$ cat config.mk
export PLATFORM = sky130hd
export DESIGN_NAME = spi_sclk_gen
export DESIGN_NICKNAME = d
export VERILOG_FILES = /design/src/rtl/spi_sclk_gen.sv
export SDC_FILE = /design/constraint.sdc
export NUM_CORES = 1
export LEC_CHECK = 0
export ABC_AREA = 1
export BUFFER_PORTS_ARGS = -buffer_cell sky130_fd_sc_hd__buf_2
export CAP_MARGIN = 5
export CORE_MARGIN = 2
export CORE_UTILIZATION = 31
export DETAILED_ROUTE_END_ITERATION = 16
export SLEW_MARGIN = 20
export SYNTH_ARGS = -nofsm -noshare
export SYNTH_HDL_FRONTEND = slang
export SYNTH_SLANG_ARGS = --single-unit
$ cat constraint.sdc
create_clock -name clk -period 1.65 [get_ports clk]
set_input_delay 0 -clock clk [delete_from_list [all_inputs] [get_ports clk]]
set_output_delay 0 -clock clk [all_outputs]
set_load 0.01 [all_outputs]
$ cat src/rtl/spi_sclk_gen.sv
// SPI serial-clock generator: bounded bursts of nbits SCLK cycles in any CPOL/CPHA mode,
// with start/busy/done handshake, synchronous abort and registered per-edge strobes.
module spi_sclk_gen #(
    parameter int DIV_W = 8,
    parameter int CNT_W = 6
) (
    input  logic             clk,
    input  logic             rst,
    input  logic             start,
    input  logic             stop,
    input  logic [DIV_W-1:0] clk_div,
    input  logic             cpol,
    input  logic             cpha,
    input  logic [CNT_W-1:0] nbits,
    output logic             spi_clk,
    output logic             spi_rise,
    output logic             spi_fall,
    output logic             sample,
    output logic             shift,
    output logic             busy,
    output logic             done
);

    typedef enum logic [1:0] {IDLE, RUN, TAIL} state_t;

    state_t           state_q, state_d;
    logic [DIV_W-1:0] div_q, div_d;
    logic [DIV_W-1:0] hcnt_q, hcnt_d;
    logic [CNT_W:0]   edge_q, edge_d;
    logic [CNT_W-1:0] nbits_q, nbits_d;
    logic             cpol_q, cpol_d;
    logic             cpha_q, cpha_d;
    logic             sclk_q, sclk_d;
    logic             rise_q, rise_d;
    logic             fall_q, fall_d;
    logic             sample_q, sample_d;
    logic             shift_q, shift_d;
    logic             done_q, done_d;

    logic             half_end;
    logic             leading;
    logic [CNT_W:0]   edge_inc;
    logic [CNT_W:0]   last_edge;
    logic [DIV_W-1:0] hcnt_inc;

    assign half_end  = (hcnt_q == div_q);
    assign edge_inc  = edge_q + {{CNT_W{1'b0}}, 1'b1};
    assign last_edge = {nbits_q, 1'b0};
    assign hcnt_inc  = hcnt_q + {{(DIV_W-1){1'b0}}, 1'b1};
    // Edges are numbered from 1; odd-numbered edges move away from the idle level.
    assign leading   = ~edge_q[0];

    always_comb begin
        state_d  = state_q;
        div_d    = div_q;
        hcnt_d   = hcnt_q;
        edge_d   = edge_q;
        nbits_d  = nbits_q;
        cpol_d   = cpol_q;
        cpha_d   = cpha_q;
        sclk_d   = sclk_q;
        rise_d   = 1'b0;
        fall_d   = 1'b0;
        sample_d = 1'b0;
        shift_d  = 1'b0;
        done_d   = 1'b0;

        case (state_q)
            IDLE: begin
                sclk_d = cpol;
                // The done cycle is still IDLE but must not accept a new request.
                if (start && !stop && (nbits != '0) && !done_q) begin
                    div_d   = clk_div;
                    cpol_d  = cpol;
                    cpha_d  = cpha;
                    nbits_d = nbits;
                    hcnt_d  = '0;
                    edge_d  = '0;
                    state_d = RUN;
                end
            end
            RUN: begin
                if (stop) begin
                    sclk_d  = cpol_q;
                    state_d = IDLE;
                end else if (half_end) begin
                    hcnt_d   = '0;
                    edge_d   = edge_inc;
                    sclk_d   = ~sclk_q;
                    rise_d   = ~sclk_q;
                    fall_d   = sclk_q;
                    sample_d = leading ^ cpha_q;
                    shift_d  = ~(leading ^ cpha_q);
                    if (edge_inc == last_edge) begin
                        state_d = TAIL;
                    end
                end else begin
                    hcnt_d = hcnt_inc;
                end
            end
            TAIL: begin
                if (stop) begin
                    sclk_d  = cpol_q;
                    state_d = IDLE;
                end else if (half_end) begin
                    hcnt_d  = '0;
                    done_d  = 1'b1;
                    state_d = IDLE;
                end else begin
                    hcnt_d = hcnt_inc;
                end
            end
            default: begin
                state_d = IDLE;
            end
        endcase
    end

    always_ff @(posedge clk) begin
        if (rst) begin
            state_q  <= IDLE;
            div_q    <= '0;
            hcnt_q   <= '0;
            edge_q   <= '0;
            nbits_q  <= '0;
            cpol_q   <= 1'b0;
            cpha_q   <= 1'b0;
            sclk_q   <= 1'b0;
            rise_q   <= 1'b0;
            fall_q   <= 1'b0;
            sample_q <= 1'b0;
            shift_q  <= 1'b0;
            done_q   <= 1'b0;
        end else begin
            state_q  <= state_d;
            div_q    <= div_d;
            hcnt_q   <= hcnt_d;
            edge_q   <= edge_d;
            nbits_q  <= nbits_d;
            cpol_q   <= cpol_d;
            cpha_q   <= cpha_d;
            sclk_q   <= sclk_d;
            rise_q   <= rise_d;
            fall_q   <= fall_d;
            sample_q <= sample_d;
            shift_q  <= shift_d;
            done_q   <= done_d;
        end
    end

    assign spi_clk  = sclk_q;
    assign spi_rise = rise_q;
    assign spi_fall = fall_q;
    assign sample   = sample_q;
    assign shift    = shift_q;
    assign busy     = (state_q != IDLE);
    assign done     = done_q;

endmodule

==> summary.txt, run 1 <==
status: finished clean
clock-pin slew on the worst setup and hold paths: 80 ps
CTS Sinks: 39
Min-Delay Path Class: in -> reg
LEAKAGE: 1.13 nW
mean post-synth cell area: 6.98 sq um
Sw Ratio: 0.313
Hold WS: 0.475 ps
multi-input logic area: 1220 sq um
Tot Pwr: 2.60 mW
Tcrit/Tclk final: 0.944
Final min period: 1560 ps
largest net degree at the start of global routing: 24
Pre-antenna DRT Iters: 4
P&R area growth vs syn: 31.1%
Setup crit start kind: flip-flop
Post-DP Area: 2430 sq um
DRC: 0
Syn Nets: 327
gr ovfl total: 0
Max-slew headroom: 0.669
setup TNS: 0 ps
wire length per cell: 11.8 microns
crit path max fanout: 5
synthesized cell area: 2100 sq um
Vias: 2,047
Int Pwr: 1.79 mW
Site Rows: 30
P per Cell Area: 943 nW/um^2
Mapped Cells: 301
Die Y: 86.3 microns
CTS root buf: clkbuf_8
count of input and output buffers: 26
Reg area: 796 sq um
io pins: 27
fmax: 642 MHz
share of post-route cells with drive strength above 1: 0.288
maximum buffer depth of the clock tree: 2
total global-route track usage: 0.148
Core Area: 6680 sq um
Detail Placement HPWL: 3940 microns
antenna violations before repair: 0
switching power: 0.812 mW
CTS tree: built
die area: 7450 sq um
Final Skew: 7.02 ps
CTS H-Tree Depth: 2
Peak VDD IR: 0.536 mV
Ant. Diodes: 0
Yosys Warn Count: 0
starting DRC count in detailed routing: 82
Clock power frac: 0.319
Worst Tran Pin Value: 496 ps
Comb power frac: 0.284
sequential element share of the synthesized area: 0.372
number of vias per cell: 4.67
cell area after layout: 2750 sq um
Worst-Skew Late Latency: 300 ps
Setup-failing EPs final: 0
first-pass GRT wire length: 8670 microns
max-slew violations: 0
Die X: 86.3 microns
Worst setup EP type: flip-flop
Reg power frac: 0.397
max_cap viols: 0
#FFs+latches synth: 39
Post-Route WL: 5170 microns
Crit Path Category: reg -> reg
Arr. time, crit path: 1780 ps
Antenna Nets Post-Route: 0
# nets final: 383
Synth cell types: 34
Starting Density: 0.314
required time worst endpoint: 1870 ps
Placer Congestion: 0.847
fillers: 682
CTS Buf Count: 5
vias in the first global route: 1,928
Final Hold Viols: 0
RSZ-0062 raised after global routing: yes
==> cell usage after synthesis, drive strengths merged <==
| library cell | count | area (sq um) |
|---|---|---|
| o21a | 1 | 7.51 |
| xnor2 | 5 | 43.8 |
| ha | 6 | 75.1 |
| o21bai | 1 | 7.51 |
| nand2 | 73 | 312 |
| o21ai | 18 | 105 |
| o211ai | 1 | 7.51 |
| nor2 | 31 | 136 |
| or2 | 2 | 12.5 |
| dfxtp | 39 | 781 |
| xor2 | 1 | 8.76 |
| nor3b | 2 | 20.0 |
| a21oi | 33 | 173 |
| nand3 | 31 | 155 |
| a221oi | 1 | 8.76 |
| inv | 41 | 156 |
| nor3 | 4 | 25.0 |
| buf | 3 | 15.0 |
| nand4 | 6 | 43.8 |
| clkbuf | 2 | 7.51 |
==> critical path: stages, from the launching register on <==
cell	delay, ps
dfxtp_4	370
inv_2	40
nand2_1	50
nand4_1	140
nor2_2	210
nand2_4	110
o21ai_4	180
buf_4	160
nand3_1	90
a21oi_2	140
==> cells by family (layout without fill, tap and decap cells) <==
group                    after synthesis  after routing  synth area share
AO/OA/AOI/OAI                         55             55             0.147
XOR/XNOR                               6              6            0.0250
adder cells (fa/ha/maj)                6              6            0.0357
buffers and inverters                 46            103            0.0852
flip-flops                            39             39             0.372
AND/OR/NAND/NOR                      149            149             0.335
==> path summary, 6_finish.rpt <==
check	start	to	slack (ps)	cells past startpoint
max	hcnt_q[4]	edge_q[3]	90	9
min	nbits[4]	nbits_q[4]	0.5	3
max reg2reg	hcnt_q[4]	edge_q[3]	90	9
min reg2reg	spi_clk	spi_rise	470	1
==> metrics by stage <==
step,utilization,worst slack [ps],std cells
after floorplan,-,27.4,301
final,0.412,91.9,438
after detailed placement,0.364,-6.88,418
after CTS,0.398,4.36,436
after global routing,0.412,-67.1,438
after global placement,0.364,0.972,418
==> flip-flops by register name, summed over array words and instances, names as in the netlist <==
register / count
spi_clk: 1
spi_fall: 1
shift: 1
hcnt_q: 8
cpol_q: 1
state_q: 2
nbits_q: 6
spi_rise: 1
cpha_q: 1
sample: 1
done: 1
div_q: 8
edge_q: 7
==> power groups by stage <==
stage / sequential (mW) / clock [mW] / combinational, mW
after global placement: 1.05 / 0 / 0.649
after CTS: 1.03 / 0.854 / 0.689
after global routing: 1.04 / 0.903 / 0.818
final: 1.03 / 0.829 / 0.739
after detailed placement: 1.05 / 0 / 0.660
after floorplan: 1.06 / 0 / 0.430
==> metal layers <==
| metal | vias to the layer above | share of wire | global-route usage |
|---|---|---|---|
| met3 | 10 | 0.020 | 0.0267 |
| met2 | 23 | 0.53 | 0.264 |
| met5 | - | 0 | 0 |
| li1 | 1088 | - | - |
| met4 | 0 | 0.027 | 0.0639 |
| met1 | 926 | 0.42 | 0.172 |
==> layout make-up <==
class | instances | area share
multi-input combinational | 216 | 0.443
inverter | 41 | 0.0568
clock buffer | 6 | 0.0300
tap | 80 | 0.0363
clock inverter | 2 | 0.0127
timing repair buffer | 54 | 0.133
sequential | 39 | 0.289
==> placed cells by master, fill, tap and decap left out, types with 2 or more instances in the layout <==
master,synthesis,layout
a21oi_1,31,29
nor2_1,25,23
dlygate4sd3_1,0,10
nand3_1,31,30
o21ai_0,12,11
clkbuf_8,0,6
o21ai_1,4,5
xnor2_1,5,5
ha_1,6,4
nand2_4,2,2
nor2_4,1,3
a21oi_2,2,2
buf_2,3,26
nor2_2,5,5
inv_2,4,7
a21oi_4,0,2
nand2_1,62,60
nand4_1,5,5
dfxtp_2,0,6
dfxtp_4,0,2
ha_4,0,2
buf_4,0,18
nor3_2,1,2
inv_1,36,33
nor3_1,3,2
dfxtp_1,39,31
nand2_2,9,11
==> repair_timing <==
item                                   4_1_cts  5_1_grt
setup endpoints to repair                    1       26
pin swaps                                    0       13
endpoints found under the hold margin       10        0
gates resized for setup                      1       27
setup buffers                                0        2
cloned                                       0        0
hold buffers                                10        0
(Power assumes the default switching activity.)
==> run 2, diff against run 1 <==
--- a/config.mk
+++ b/config.mk
@@ -9,8 +9,9 @@
 export BUFFER_PORTS_ARGS = -buffer_cell sky130_fd_sc_hd__buf_2
 export CAP_MARGIN = 5
 export CORE_MARGIN = 2
-export CORE_UTILIZATION = 31
+export CORE_UTILIZATION = 51
 export DETAILED_ROUTE_END_ITERATION = 16
+export PLACE_DENSITY = 0.74
 export SLEW_MARGIN = 20
 export SYNTH_ARGS = -nofsm -noshare
 export SYNTH_HDL_FRONTEND = slang
==> summary.txt, run 2 (synthesis results as in run 1) <==
required time worst endpoint: 1860 ps
CTS tree: built
CTS Buf Count: 5
CTS H-Tree Depth: 2
total global-route track usage: 0.249
Worst Tran Pin Value: 410 ps
Post-Route WL: 5030 microns
Die Y: 68.2 microns
Final min period: 1570 ps
count of input and output buffers: 26
r2r endpoint: state_q[1]
Final Hold Viols: 0
Vias: 2,081
dpl cells: 389
worst hold stages: 3
starting DRC count in detailed routing: 66
vias in the first global route: 1,947
most frequent cells in the layout: nand2_1, inv_1, a21oi_1, dfxtp_1
Post-Route Utilization: 0.685
Ant. Diodes: 0
die area: 4650 sq um
worst min-delay path endpoint: nbits_q[2]
Placer Congestion: 0.866
Hold WS: 12.1 ps
Pre-antenna DRT Iters: 4
number of vias per cell: 5.09
share of post-route cells with drive strength above 1: 0.306
io pins: 27
Post-Place Setup Slack: -38.1 ps
max-slew violations: 0
cell area after layout: 2720 sq um
Regs by FF count: div_q: 8 flops, hcnt_q: 8 flops, edge_q: 7 flops
fmax: 638 MHz
Setup-failing EPs final: 0
r2r startpoint: edge_q[0]
maximum buffer depth of the clock tree: 2
LEAKAGE: 1.14 nW
clock-pin slew on the worst setup and hold paths: 70 ps
Reg2Reg Setup Slack: 80 ps
Core Area: 3970 sq um
P per Cell Area: 874 nW/um^2
Max-slew headroom: 0.726
Crit Path Category: reg -> reg
Final Skew: 4.13 ps
Arr. time, crit path: 1780 ps
Site Rows: 23
Die X: 68.2 microns
P&R area growth vs syn: 29.5%
Setup crit start kind: flip-flop
Min-Delay Path Class: in -> reg
Post-Route M1 WL: 2220 microns
setup TNS: 0 ps
largest net degree at the start of global routing: 24
DRC: 0
Worst setup EP type: flip-flop
Detail Placement HPWL: 3680 microns
hold wc startpoint: nbits[2]
wire length per cell: 12.3 microns
Tot Pwr: 2.38 mW
crit path max fanout: 3
status: finished clean
Post-DP Area: 2400 sq um
CTS root buf: clkbuf_8
highest routed metal layer: met4
metal3 WL: 199 microns
first-pass GRT wire length: 8400 microns
R2R cell count: 10
most common cell after layout, fill and taps aside: nand2_1
max_cap viols: 0
met2 WL: 2500 microns
Peak VDD IR: 0.550 mV
worst setup margin: 81.7 ps
# nets final: 384
antenna violations before repair: 0
Non-Filler Instances: 409
gr ovfl total: 0
CTS Sinks: 39
Tcrit/Tclk final: 0.950
Worst-Skew Late Latency: 290 ps
Starting Density: 0.529
RSZ-0062 raised after global routing: yes
Antenna Nets Post-Route: 0
==> run 2: power by group <==
part	switching (mW)	internal (mW)	leakage [nW]
Clock	0.317	0.297	0.0422
Combinational	0.432	0.299	0.771
Sequential	0.0371	0.998	0.322
Total	0.785	1.59	1.14
==> run 2: cell type report <==
class	count	area (sq um)
clock buffer	7	76.3
clock inverter	1	5.00
fill	321	1250
inverter	41	161
multi-input combinational	216	1250
sequential	39	793
tap	50	62.6
timing repair buffer	55	373
==> run 2: timing repair <==
item | in CTS | in global routing
gates resized for setup | 7 | 32
hold endpoints to repair | 10 | 0
setup buffers | 0 | 2
endpoints found under the setup margin | 3 | 18
pin swaps | 2 | 13
hold buffers | 10 | 0
==> run 2: worst max path at each step <==
stage | startpoint | to | slack, ps | cells after the start
6_report | edge_q[0] | state_q[1] | 80 | 10
5_1_grt | edge_q[0] | state_q[1] | -40 | 10
4_1_cts | edge_q[0] | state_q[0] | 9 | 14
3_5_place_dp | state_q[0] | state_q[1] | -40 | 9
3_3_place_gp | state_q[0] | state_q[1] | -40 | 9
2_1_floorplan | state_q[0] | hcnt_q[5] | 30 | 11
==> run 2: critical path, cell delays in order, from the launching register on <==
cell and delay (ps):
dfxtp_2 340, ha_4 240, nand2_1 60, nand2_1 50
nor2_2 120, nand3_1 80, nor2_1 110, nand2_1 60
nor2_1 120, nand4_1 140, a21oi_1 180
==> run 2: per-layer routing <==
layer | vias to the layer above | GRT usage
met3 | 11 | 0.0658
met4 | 0 | 0.100
met5 | - | 0
li1 | 1097 | -
met1 | 932 | 0.298
met2 | 41 | 0.424
